==> src/rtl/depth_event_packer_if.sv <==
// Event-in / stream-out bundle for depth_event_packer.
interface depth_event_packer_if;
  logic        in_valid;
  logic        in_ready;
  logic [63:0] in_ts_ns;
  logic [63:0] in_update_id;
  logic        in_side_ask;
  logic [31:0] in_price_f32;
  logic [31:0] in_qty_f32;
  logic [7:0]  in_flags;
  logic        m_tvalid;
  logic        m_tready;
  logic [31:0] m_tdata;
  logic        m_tlast;

  modport slave (
    input  in_valid, in_ts_ns, in_update_id, in_side_ask, in_price_f32, in_qty_f32, in_flags,
    output in_ready,
    output m_tvalid, m_tdata, m_tlast,
    input  m_tready
  );

  modport master (
    output in_valid, in_ts_ns, in_update_id, in_side_ask, in_price_f32, in_qty_f32, in_flags,
    input  in_ready,
    input  m_tvalid, m_tdata, m_tlast,
    output m_tready
  );
endinterface

==> src/rtl/depth_event_packer.sv <==
// Packs one depth event into a fixed 7x32-bit stream record with a running 16-bit sequence number.
module depth_event_packer (
  input  logic                        clk,
  input  logic                        rst_n,
  depth_event_packer_if.slave         bus,
  output logic [31:0]                 rec_count
);
  typedef enum logic {S_IDLE, S_SEND} state_t;

  state_t      r_state;
  logic [2:0]  r_idx;
  logic [63:0] r_ts;
  logic [63:0] r_uid;
  logic        r_side;
  logic [31:0] r_price;
  logic [31:0] r_qty;
  logic [7:0]  r_flags;
  logic [15:0] r_seq;
  logic [31:0] r_rec_count;
  logic        r_tvalid;
  logic [31:0] r_tdata;
  logic        r_tlast;
  logic [31:0] w_next_word;

  // Word that follows the one currently presented; only used on a handshake below index 6.
  always_comb begin
    w_next_word = '0;
    case (r_idx + 3'd1)
      3'd1:    w_next_word = r_ts[63:32];
      3'd2:    w_next_word = r_uid[31:0];
      3'd3:    w_next_word = r_uid[63:32];
      3'd4:    w_next_word = r_price;
      3'd5:    w_next_word = r_qty;
      3'd6:    w_next_word = {r_seq, r_flags, 7'd0, r_side};
      default: w_next_word = '0;
    endcase
  end

  always_ff @(posedge clk or negedge rst_n) begin
    if (!rst_n) begin
      r_state     <= S_IDLE;
      r_idx       <= '0;
      r_ts        <= '0;
      r_uid       <= '0;
      r_side      <= 1'b0;
      r_price     <= '0;
      r_qty       <= '0;
      r_flags     <= '0;
      r_seq       <= '0;
      r_rec_count <= '0;
      r_tvalid    <= 1'b0;
      r_tdata     <= '0;
      r_tlast     <= 1'b0;
    end else begin
      case (r_state)
        S_IDLE: begin
          if (bus.in_valid) begin
            r_ts     <= bus.in_ts_ns;
            r_uid    <= bus.in_update_id;
            r_side   <= bus.in_side_ask;
            r_price  <= bus.in_price_f32;
            r_qty    <= bus.in_qty_f32;
            r_flags  <= bus.in_flags;
            r_idx    <= '0;
            r_tvalid <= 1'b1;
            r_tdata  <= bus.in_ts_ns[31:0];
            r_tlast  <= 1'b0;
            r_state  <= S_SEND;
          end
        end
        S_SEND: begin
          if (bus.m_tready) begin
            if (r_idx == 3'd6) begin
              r_state     <= S_IDLE;
              r_idx       <= '0;
              r_tvalid    <= 1'b0;
              r_tdata     <= '0;
              r_tlast     <= 1'b0;
              r_seq       <= r_seq + 16'd1;
              r_rec_count <= r_rec_count + 32'd1;
            end else begin
              r_idx   <= r_idx + 3'd1;
              r_tdata <= w_next_word;
              r_tlast <= (r_idx == 3'd5);
            end
          end
        end
        default: r_state <= S_IDLE;
      endcase
    end
  end

  assign bus.in_ready = (r_state == S_IDLE);
  assign bus.m_tvalid = r_tvalid;
  assign bus.m_tdata  = r_tdata;
  assign bus.m_tlast  = r_tlast;
  assign rec_count    = r_rec_count;
endmodule

==> src/flat_wrapper.sv <==
// flat-port wrapper written by rule: the top's interface ports become plain ports
module depth_event_packer_flat 
  (clk, rst_n, rec_count, bus_in_valid, bus_in_ts_ns, bus_in_update_id, bus_in_side_ask, bus_in_price_f32, bus_in_qty_f32, bus_in_flags, bus_in_ready, bus_m_tvalid, bus_m_tdata, bus_m_tlast, bus_m_tready);
  depth_event_packer_if bus_i ();
  input  logic clk;
  input  logic rst_n;
  output logic [31:0] rec_count;
  input wire logic [$bits(bus_i.in_valid)-1:0] bus_in_valid;
  input wire logic [$bits(bus_i.in_ts_ns)-1:0] bus_in_ts_ns;
  input wire logic [$bits(bus_i.in_update_id)-1:0] bus_in_update_id;
  input wire logic [$bits(bus_i.in_side_ask)-1:0] bus_in_side_ask;
  input wire logic [$bits(bus_i.in_price_f32)-1:0] bus_in_price_f32;
  input wire logic [$bits(bus_i.in_qty_f32)-1:0] bus_in_qty_f32;
  input wire logic [$bits(bus_i.in_flags)-1:0] bus_in_flags;
  output wire logic [$bits(bus_i.in_ready)-1:0] bus_in_ready;
  output wire logic [$bits(bus_i.m_tvalid)-1:0] bus_m_tvalid;
  output wire logic [$bits(bus_i.m_tdata)-1:0] bus_m_tdata;
  output wire logic [$bits(bus_i.m_tlast)-1:0] bus_m_tlast;
  input wire logic [$bits(bus_i.m_tready)-1:0] bus_m_tready;
  assign bus_i.in_valid = bus_in_valid;
  assign bus_i.in_ts_ns = bus_in_ts_ns;
  assign bus_i.in_update_id = bus_in_update_id;
  assign bus_i.in_side_ask = bus_in_side_ask;
  assign bus_i.in_price_f32 = bus_in_price_f32;
  assign bus_i.in_qty_f32 = bus_in_qty_f32;
  assign bus_i.in_flags = bus_in_flags;
  assign bus_in_ready = bus_i.in_ready;
  assign bus_m_tvalid = bus_i.m_tvalid;
  assign bus_m_tdata = bus_i.m_tdata;
  assign bus_m_tlast = bus_i.m_tlast;
  assign bus_i.m_tready = bus_m_tready;
  depth_event_packer u_core (.clk(clk), .rst_n(rst_n), .bus(bus_i), .rec_count(rec_count));
endmodule
==> config.mk <==
export PLATFORM = sky130hd
export DESIGN_NAME = depth_event_packer_flat
export DESIGN_NICKNAME = d
export VERILOG_FILES = /design/src/rtl/depth_event_packer_if.sv /design/src/rtl/depth_event_packer.sv /design/src/flat_wrapper.sv
export SDC_FILE = /design/constraint.sdc
export NUM_CORES = 1
export LEC_CHECK = 0
export CAP_MARGIN = 20
export CORE_MARGIN = 4
export CORE_UTILIZATION = 42
export CTS_BUF_LIST = sky130_fd_sc_hd__clkbuf_16
export CTS_CLUSTER_SIZE = 12
export DETAILED_ROUTE_END_ITERATION = 6
export PLACE_DENSITY = 0.69
export SETUP_SLACK_MARGIN = 0.2
export SLEW_MARGIN = 30
export SYNTH_ARGS = -nofsm -noshare
export SYNTH_HDL_FRONTEND = slang
export SYNTH_SLANG_ARGS = --single-unit
export TNS_END_PERCENT = 50
==> constraint.sdc <==
create_clock -name clk -period 4.4 [get_ports clk]
set_input_delay 1.1 -clock clk [delete_from_list [all_inputs] [get_ports clk]]
set_output_delay 1.1 -clock clk [all_outputs]
set_load 0.01 [all_outputs]
* Yosys cells after proc, flatten, opt, wreduce, memory -nomap -nowiden
Cells that the tools add are included.
Word-level totals: ROM bits 0, word-level logic and storage cells 53, memories 0, RAM bits 0, bits in registers 287, latch bits 0, bits of input ports 205
Cells by class: div/mod/pow operators 0, shift-type cells 0, $lt $le $gt $ge 0, bitwise gates (word level) 1, $add $sub $neg 3, mux-type cells 21, reduce and logical (&&, ||, !) cells 4, equal/unequal tests 11, multipliers 0
Operators with widths (number):
- 32-bit one-hot mux with 6 select lines | 1
- 32-bit two-way mux | 3
- 32-bit one-hot mux with 2 select lines | 1
- 32-bit by 1-bit adder with 32-bit output, second input constant | 1
- 16-bit by 1-bit adder with 16-bit output, second input constant | 1
- 3-bit equality test, second input constant | 5
- 1-bit two-way mux | 9
- 3-bit two-way mux | 3
- 3-bit by 2-bit equality test with 1-bit output, second input constant | 2
- 2-bit != test, second input constant | 3
- 1-bit one-hot mux with 2 select lines | 3
- 3-bit one-hot mux with 2 select lines | 1
- 3-bit AND reduction | 2
- 2-bit AND reduction | 2
- 3-bit by 1-bit adder with 3-bit output, second input constant | 1
- 3-bit by 1-bit equality test with 1-bit output, second input constant | 1
- 1-bit inverter | 1

* Logic depth before layout (Yosys ltp)
Gate-level depths: netlist of the first run.
depth in word-level cells 6, mapped depth 7, gate-level depth less buffers 5

* Worst setup path after synthesis of the first run
No wires, ideal clock.
path kind input port to flip-flop, from input bus_m_tready, to register u_core.r_seq[11], stages on the path 5, setup slack 2131 ps, setup time 79 ps, arrival time 2190 ps, path buffers 1, cell sequence nand3b_1 or4_1 clkbuf_1 nor3_1 xor2_1
On the way: cells in the longest elaborated chain, start to end 1
RTL lines:
- start: declaration | line flat_wrapper.sv:19 | input wire logic [$bits(bus_i.m_tready)-1:0] bus_m_tready;
- 3-bit AND reduction (no source line)
- end signal: assignment | line depth_event_packer.sv:79 | r_seq <= r_seq + 16'd1;
- end: declaration | line depth_event_packer.sv:18 | logic [15:0] r_seq;
Every way passes these cells. A chain may end at the register's enable or synchronous reset.

* Final worst setup path of the first run
from register u_core.r_state, to output bus_in_ready
On the way: cells in the longest elaborated chain, start to end 1
RTL lines:
- start: declaration | line depth_event_packer.sv:10 | state_t r_state;
- start signal: assignment | line depth_event_packer.sv:41 | r_state <= S_IDLE;
- start signal: assignment | line depth_event_packer.sv:68 | r_state <= S_SEND;
- start signal: assignment | line depth_event_packer.sv:74 | r_state <= S_IDLE;
- 1-bit inverter (no source line)
- end: declaration | line flat_wrapper.sv:15 | output wire logic [$bits(bus_i.in_ready)-1:0] bus_in_ready;
Every way passes these cells.

==> results.md, run 1 <==
- Detail Placement HPWL: between 20000 and 30000 µm
- Die area: approximately 30000 µm²
- DP Worst Slack: around 1.2 ns
- Total power: approximately 9.5 mW
- CTS resizes: 0
- Reg2Reg Setup Slack: between 1.5 and 2 ns
- Post-synth ARST share: 100%
- Min cycle time layout: around 2.9 ns
- Starting Density: a little over two fifths
- Number of max-cap violations: 0
- Clock Root Buffer: clkbuf_16
- Nets: 1717
- Most frequent cells in the layout: nand2_1, clkdlybuf4s50_1, dfrtp_1
- DIE WIDTH: about 180 µm
- GR Overflow Total: 0
- CTS Buf Count: 28
- Initial antenna violation count: 1
- Crit path launch: u_core.r_state
- Antenna diodes: 0
- Die Ht: 175 µm
- Post-CTS Setup Bufs: 0
- TNS Setup: 0 ns
- Ys Warns: 0
- Share of cells above drive strength 1: around 7.1%
- Tcrit/Tclk final: about 66%
- Final Util: 57.5%
- Final hold viol count: 0
- ANT nets after route: 0
- Vias in the first global route: about 10000
- Type of origin of the critical path: register
- Drt pass-1 iters: 5
- PD cells: ~600 nW/µm²
- RSZ-0062 raised after global routing: false
- Most common cell after layout, fill and taps aside: nand2_1
- Critical Path RT: about 3.3 ns
- Crit-path cells: inv_1 -> clkdlybuf4s50_1
- GRT Total Usage: between 20% and 30%
- IR drop worst, VDD: just over 400 µV
- CP Data Arrival Time: 1.81 ns
- Fin. max-slew vios: 0
- Initial DRC count: 746
- Hold Crit Class: reg -> reg
- Sequential area share after synthesis: around 54%
- Gate Count Post-Synth: ~1300
- Setup crit end: bus_in_ready
- Final worst slack: roughly 1.5 ns
- DR vias/cell: between 5 and 6
- Clk_lat worst skew: 0.54 ns
- H-tree levels: 1
- Max Clk Rate: 344 MHz
- WS Path Type: reg -> out
- Yosys cell types: slightly above 50
- RD Place Congestion: 0.836
- Worst Hold Slack: ~0.46 ns
- Post-CTS Hold Fix Bufs: 0
- Max incr delay on CP: 0.61 ns
- Synth Cell Area: 11800 µm²
- Slew @ Worst Pin: between 0.9 and 1 ns
- Status: completed
- Wirelength, routed: 36400 µm
- Leak pwr: between 7 and 8 nW
- CP max FO: 9
- First-pass GRT wire length: between 50000 and 60000 µm
- Reg2reg start: u_core.r_idx[2]
- Number of flops mapped to enable cells by yosys: 0
- CP endpoint kind: primary output
- Reg2reg end: u_core.bus.m_tdata[4]
- WL/cell: 19.1 µm
- Core area: between 20000 and 30000 µm²
- Largest net degree at the start of global routing: 88
- Ys flop type: dfrtp_1
- Area Overhead vs Synth: 33.2%
- Critical path's slowest cell: clkdlybuf4s50_1
- # port buffers: 271
- Mapped Avg Cell Area: slightly above 9 µm²
- Relative slew slack: 34.0%
- CTS tree: done
- CTS max path bufs: 3
- Clk_skew: ~0.012 ns
- Vias: 9871
- Worst r2r path cells: 4
- DRC: 0
- Clock slew at reported path FFs: roughly 0.060 ns
- IO Count: 272
- Rows: 60
- Setup violators final: 0
- Clk sink count: 255
- Synth Register Bits: 255
- Syn_nets: between 1000 and 1500
worst max-delay path, delay by kind of cell, from the launching register on:
kind	cells	cell delay, ns
flops	1	0.49
buf+inv	2	0.78
synth_stat cells (8+ instances only):
| library cell | count | area share [%] |
|---|---|---|
| nand2_1 | 543 | 17 |
| o22ai_1 | 15 | 0.80 |
| buf_2 | 17 | 0.72 |
| nor2_1 | 33 | 1.1 |
| dfrtp_1 | 255 | 54 |
| inv_1 | 16 | 0.51 |
| xor2_1 | 26 | 1.9 |
| nand3_1 | 12 | 0.51 |
| mux2i_1 | 30 | 2.6 |
| o221ai_1 | 10 | 0.74 |
| nor4_2 | 8 | 0.85 |
| a21oi_1 | 26 | 1.1 |
| nor3_1 | 12 | 0.51 |
| xnor2_1 | 20 | 1.5 |
| o21ai_0 | 23 | 0.98 |
| o2bb2ai_1 | 16 | 1.2 |
| buf_1 | 8 | 0.26 |
| clkbuf_1 | 55 | 1.8 |
| a22oi_1 | 12 | 0.77 |
| mux2_2 | 22 | 2.1 |
| o21a_1 | 14 | 0.89 |
per-layer routing:
layer	vias up	part of all wire [%]	global-route usage (%)
met3	61	7.4	4.58
met2	372	46	36.2
met5	-	0.019	0
met1	4746	44	32.8
li1	4690	-	-
met4	2	2.8	5.99
cell type report:
cell class,instances,area [µm²]
flip-flops and latches,255,6390
clock inverters,20,160
clock buffers,29,726
repair buffers,286,2860
inverters,16,60.1
well taps,372,465
multi-input cells,923,5020
fillers,2424,11600
through the flow:
step                      cells  instance area (µm²)
after floorplan            1275                11800
after global placement     1852                14800
after detailed placement   1852                14800
after CTS                  1901                15700
after global routing       1901                15700
final                      1901                15700
power by group:
group	switching, mW	internal, mW
Clock	0.941	1.35
Combinational	1.69	1.53
Sequential	0.735	3.30
Total	3.36	6.18
registers in the layout (all words and copies together), names as in the netlist:
name,flops
u_core.r_state,1
u_core.r_flags,8
u_core.bus.m_tdata,32
u_core.r_side,1
u_core.bus.m_tvalid,1
u_core.r_price,32
u_core.r_uid,64
u_core.bus.m_tlast,1
u_core.r_ts,32
u_core.r_seq,16
u_core.r_idx,3
u_core.r_qty,32
u_core.rec_count,32
worst min path at each step:
| stage | start | end | depth (start not counted) |
|---|---|---|---|
| after CTS | u_core.rec_count[31] | u_core.rec_count[31] | 1 |
| after global routing | u_core.r_seq[15] | u_core.r_seq[15] | 1 |
| final | u_core.rec_count[31] | u_core.rec_count[31] | 1 |
| after floorplan | u_core.r_price[3] | u_core.r_price[3] | 2 |
| after global placement | u_core.r_price[27] | u_core.r_price[27] | 2 |
| after detailed placement | u_core.r_uid[6] | u_core.r_uid[6] | 2 |
kinds of logic after synthesis:
group / share of synthesized area, %
mux: 5.81
buf+inv: 3.34
compound gates: 9.24
xor+xnor: 3.43
fa+ha+maj: 0.213
simple gates: 23.7
flops: 54.3
Power figures use the tool's default switching activity.
==> run 2: changes to the inputs <==
- clock period: 4.4 -> 2.91 ns (I/O delays scaled with it)
==> run 2 against run 1 <==
  * Global-route usage increased by 0.84 points
  * Flip-flop and latch count stayed put
  * Via count grew 3.2%
  * Critical path depth is the same
  * Combinational power is 60% higher
  * Clock power is 47% higher
  * Die area unchanged
  * Critical endpoint unchanged
  * Highest routed layer unchanged
==> results.md, run 2 (synthesis results as in run 1) <==
- Status: completed
- Relative slew slack: a little over half
- Most common cell after layout, fill and taps aside: nand2_1
- Dpl cells: ~1900
- Initial DRC count: roughly 810
- CTS Buf Count: 28
- Multi-input gate area: ~5000 µm²
- CP endpoint kind: primary output
- Die area: 30700 µm²
- GRT Total Usage: a little under a quarter
- Initial antenna violation count: 8
- Post-CTS Setup Bufs: 0
- Clk_lat worst skew: ~0.54 ns
- IR drop worst, VDD: 418 µV
- PD cells: approximately 900 nW/µm²
- Max Clk Rate: around 400 MHz
- Nets: between 1500 and 2000
- Min cycle time layout: ~2.5 ns
- Number of max-cap violations: 0
- ANT nets after route: 0
- Crit path launch: u_core.r_state
- Clk_skew: 0.00857 ns
- Clk sink count: 255
- RSZ-0062 raised after global routing: false
- Critical Path RT: ~2.2 ns
- Core area: roughly 27000 µm²
- WS Path Type: reg -> out
- CP max FO: 9
- CTS tree: done
- H-tree levels: 1
- WL/cell: ~19 µm
- CTS max path bufs: 3
- Starting Density: 43.2%
- Max reg flops: 64
- RD Place Congestion: 0.881
- GR Overflow Total: 0
- Vias in the first global route: a little over 10000
- Type of origin of the critical path: register
- Fin. max-slew vios: 0
- Fin cells: 1932
- Most frequent cells in the layout: nand2_1, clkdlybuf4s50_1, dfrtp_1
- Setup violators final: 0
- Tcrit/Tclk final: slightly below 90%
- TNS Setup: 0 ns
- IO Count: between 200 and 300
- CTS resizes: 0
- Clock Root Buffer: clkbuf_16
- Total power: 14.5 mW
- Drt pass-1 iters: 5
- CP Data Arrival Time: about 1.8 ns
- Clock slew at reported path FFs: ~0.06 ns
- Post-CTS Hold Fix Bufs: 0
- Hold Crit Class: in -> async
- Reg with most FFs: u_core.r_uid
- # port buffers: between 200 and 300
- DRC: 0
- Wirelength, routed: about 37000 µm
- Share of cells above drive strength 1: around 8.5%
- Vias: 10200
- Reg2reg start: u_core.r_idx[1]
- Slew @ Worst Pin: around 0.67 ns
- DR vias/cell: between 5 and 6
- Register area: between 6000 and 7000 µm²
- First-pass GRT wire length: 58100 µm
- DIE WIDTH: 175 µm
- Area Overhead vs Synth: 35.1%
- Leak pwr: roughly 7.5 nW
- Detail Placement HPWL: roughly 27000 µm
- Rows: 60
- Final hold viol count: 0
- Die Ht: between 150 and 200 µm
- Largest net degree at the start of global routing: between 70 and 80
- Fillers: 2331
==> run 2: cell types whose count changed in the layout (fill, tap and decap cells not counted), sizes merged <==
| cell | previous run | this run |
|---|---|---|
| clkinv | 10 | 12 |
| diode | 0 | 5 |
| bufinv | 3 | 2 |
| inv | 22 | 23 |
| buf | 16 | 40 |
==> run 2: per-layer routing <==
layer	routed length [µm]	vias to the layer above	global-route usage, %	part of all wire, %
li1	-	4762	-	-
met1	16100	4949	32.9	43
met2	17000	392	37.3	46
met3	2870	80	5.19	7.7
met4	1230	6	8.28	3.3
met5	30	-	0	0.080
==> run 2: layout make-up <==
type / instances / area share, %
multi-input cells: 923 / 31.6
clock buffers: 29 / 4.57
inverters: 16 / 0.378
well taps: 372 / 2.93
repair buffers: 310 / 19.4
diodes: 5 / 0.0787
flip-flops and latches: 255 / 40.2
clock inverters: 22 / 0.890
==> run 2: worst paths after layout <==
path / slack (ns) / endpoint / depth (start not counted)
hold reg to reg: 0.47 / u_core.r_ts[35] / 2
min in group clk: 0.47 / u_core.r_ts[35] / 2
max in group asynchronous: 1.91 / u_core.r_uid[8] / 2
setup reg to reg: 0.73 / u_core.bus.m_tdata[6] / 5
hold / removal: 0.18 / u_core.r_uid[16] / 1
setup / recovery: 0.39 / bus_in_ready / 2
==> run 2: power breakdown <==
group | leakage (nW) | internal, mW | switching, mW
clock | 0.447 | 1.96 | 1.41
combinational | 3.84 | 2.43 | 2.71
sequential | 3.20 | 4.99 | 1.01
total | 7.49 | 9.38 | 5.12
==> run 2: through the flow <==
stage	setup WS, ns	hold WS, ns	area (µm²)	utilization (%)
after global routing	0.323	0.204	15900	58.3
after detailed placement	0.352	0.458	15000	55.1
after global placement	0.369	0.453	15000	55.1
after CTS	0.365	0.191	15900	58.3
after floorplan	1.01	0.432	11800	-
final	0.393	0.178	15900	58.3
==> run 2: critical path, cell delays in order (launching register included) <==
cell             delay, ns
dfrtp_1               0.50
inv_1                 0.17
clkdlybuf4s50_1       0.57
==> run 3: changes to the inputs <==
- CORE_ASPECT_RATIO: default -> 1.75
==> run 3 against run 2 <==
  * Clock skew increased by 0.0096 ns
  * Clock power decreased by 11%
  * Largest cell class unchanged
  * Core utilization decreased by 1.1 points
  * Fmax increased by 0.14%
  * Critical path depth unchanged
  * Power decreased by 2.3%
  * Sequential share of layout area increased by 0.48 points
  * Critical endpoint unchanged
  * Die area increased by 0.34%
  * Critical path type unchanged
  * Via count decreased by 1.8%
  * Register-to-register slack got worse by 0.08 ns
==> results.md, run 3 (synthesis results as in run 1) <==
- Status: completed
- Clock slew at reported path FFs: about 0.060 ns
- Post-CTS Setup Bufs: 0
- Setup violators final: 0
- Slew @ Worst Pin: 0.709 ns
- Max reg flops: 64
- CTS Buf Count: 26
- CP bufs+invs: 2
- Clk sink count: about 260
- IO Count: ~270
- CP Data Arrival Time: between 1.5 and 2 ns
- Critical Path RT: 2.18 ns
- Core area: between 20000 and 30000 µm²
- Worst Hold Slack: approximately 0.14 ns
- Rows: 80
- PD cells: between 900 and 1000 nW/µm²
- Total power: ~14 mW
- WS Path Type: reg -> out
- DR vias/cell: about 5.2
- Clk_lat worst skew: ~0.53 ns
- RD Place Congestion: approximately 0.9
- DP Worst Slack: about 0.32 ns
- GRT Total Usage: 24.4%
- Vias in the first global route: about 10000
- Nets: ~1700
- Wirelength, routed: 37800 µm
- CTS resizes: 0
- Share of cells above drive strength 1: under 10%
- H-tree levels: 1
- Min cycle time layout: roughly 2.5 ns
- Final hold viol count: 0
- WL/cell: 19.8 µm
- Placed cell area: between 10000 and 15000 µm²
- Tcrit/Tclk final: a little under nine tenths
- Fin. max-slew vios: 0
- GR Overflow Total: 0
- Reg2reg start: u_core.r_idx[0]
- Detail Placement HPWL: between 20000 and 30000 µm
- Switching power: ~5 mW
- Initial DRC count: 580
- Number of max-cap violations: 0
- Critical path's slowest cell: clkdlybuf4s50_1
- Design Area, Final: about 16000 µm²
- Max incr delay on CP: between 0.5 and 0.6 ns
- Drt pass-1 iters: 5
- Crit-path cells: inv_1 -> clkdlybuf4s50_1
- CP max FO: 9
- Final worst slack: approximately 0.40 ns
- Clock power frac: 21.1%
- Post-CTS Hold Fix Bufs: 0
- Max Clk Rate: between 300 and 400 MHz
- DRC: 0
- CTS max path bufs: 3
- Initial antenna violation count: 4
- Area Overhead vs Synth: 33.5%
- Hold Crit Class: in -> async
- Largest net degree at the start of global routing: 75
- Reg with most FFs: u_core.r_uid
- Die area: between 30000 and 40000 µm²
- First-pass GRT wire length: between 50000 and 60000 µm
- Die Ht: 229 µm
- Relative slew slack: a little over half
- Internal power: around 9.1 mW
- Most common cell after layout, fill and taps aside: nand2_1
- Worst r2r path cells: 5
- Logic pwr share: approximately 36%
- IR drop worst, VDD: between 500 and 600 µV
- Clk_skew: 0.0181 ns
- DIE WIDTH: about 130 µm
- Top Family by Delay on Critical Path: buffers and inverters
- # port buffers: between 200 and 300
- Reg2Reg Setup Slack: ~0.65 ns
- Reg2reg end: u_core.bus.m_tdata[11]
- CTS tree: done
- Type of origin of the critical path: register
- TNS Setup: 0 ns
- ANT nets after route: 0
- RSZ-0062 raised after global routing: false
- Vias: 10000
- Most frequent cells in the layout: nand2_1, clkdlybuf4s50_1, dfrtp_1
- Starting Density: 42.9%
- Leak pwr: 7.39 nW
- Clock Root Buffer: clkbuf_16
- Switch share: roughly 36%
- CP endpoint kind: primary output
- Sequential Power Share: 42.7%
[run 3: cell types whose count changed in the layout (fill, tap and decap cells not counted)]
cell        change
inv_1           -2
diode_2         -1
inv_8           +1
bufinv_16       -2
clkinv_1        -9
buf_4           -7
buf_12          +1
clkbuf_16       -2
clkinvlp_4      -1
[run 3: power by group through the flow]
stage,registers [mW],clock network (mW),logic (mW)
after floorplan,5.72,0,3.08
after global placement,6.03,0,5.08
after detailed placement,6.08,0,5.17
after CTS,6.04,3.06,5.19
after global routing,6.20,3.19,5.65
final,6.05,2.99,5.13
[run 3: per-stage QoR]
| stage | util [%] | std cells |
|---|---|---|
| after detailed placement | 54.6 | 1867 |
| final | 57.3 | 1907 |
| after global routing | 57.3 | 1907 |
| after floorplan | - | 1275 |
| after global placement | 54.6 | 1867 |
| after CTS | 57.2 | 1903 |
[run 3: layer usage]
metal | global-route usage, % | routed length (µm) | vias up
met2 | 44.8 | 20100 | 368
met4 | 11.1 | 1890 | 0
met3 | 3.18 | 1980 | 81
met1 | 27.7 | 13900 | 4839
li1 | - | - | 4714
met5 | 0 | 0 | -
[run 3: final cells by class]
| type | count | area, µm² |
|---|---|---|
| Inverter | 16 | 60.1 |
| Clock inverter | 9 | 43.8 |
| Tap cell | 369 | 462 |
| Clock buffer | 27 | 676 |
| Timing Repair Buffer | 304 | 3050 |
| Sequential cell | 255 | 6390 |
| Antenna cell | 4 | 10.0 |
| Fill cell | 2519 | 11700 |
| Multi-Input combinational cell | 923 | 5020 |
[run 3: worst max path at each step]
stage | from | endpoint | slack, ns | depth (start not counted)
finish | u_core.r_state | bus_in_ready | 0.40 | 2
global route | u_core.r_state | bus_in_ready | 0.33 | 2
CTS | u_core.r_state | bus_in_ready | 0.39 | 2
detailed placement | bus_m_tready | u_core.r_seq[11] | 0.32 | 5
global placement | bus_m_tready | u_core.r_seq[13] | 0.36 | 5
floorplan | bus_m_tready | u_core.r_seq[11] | 1.01 | 5
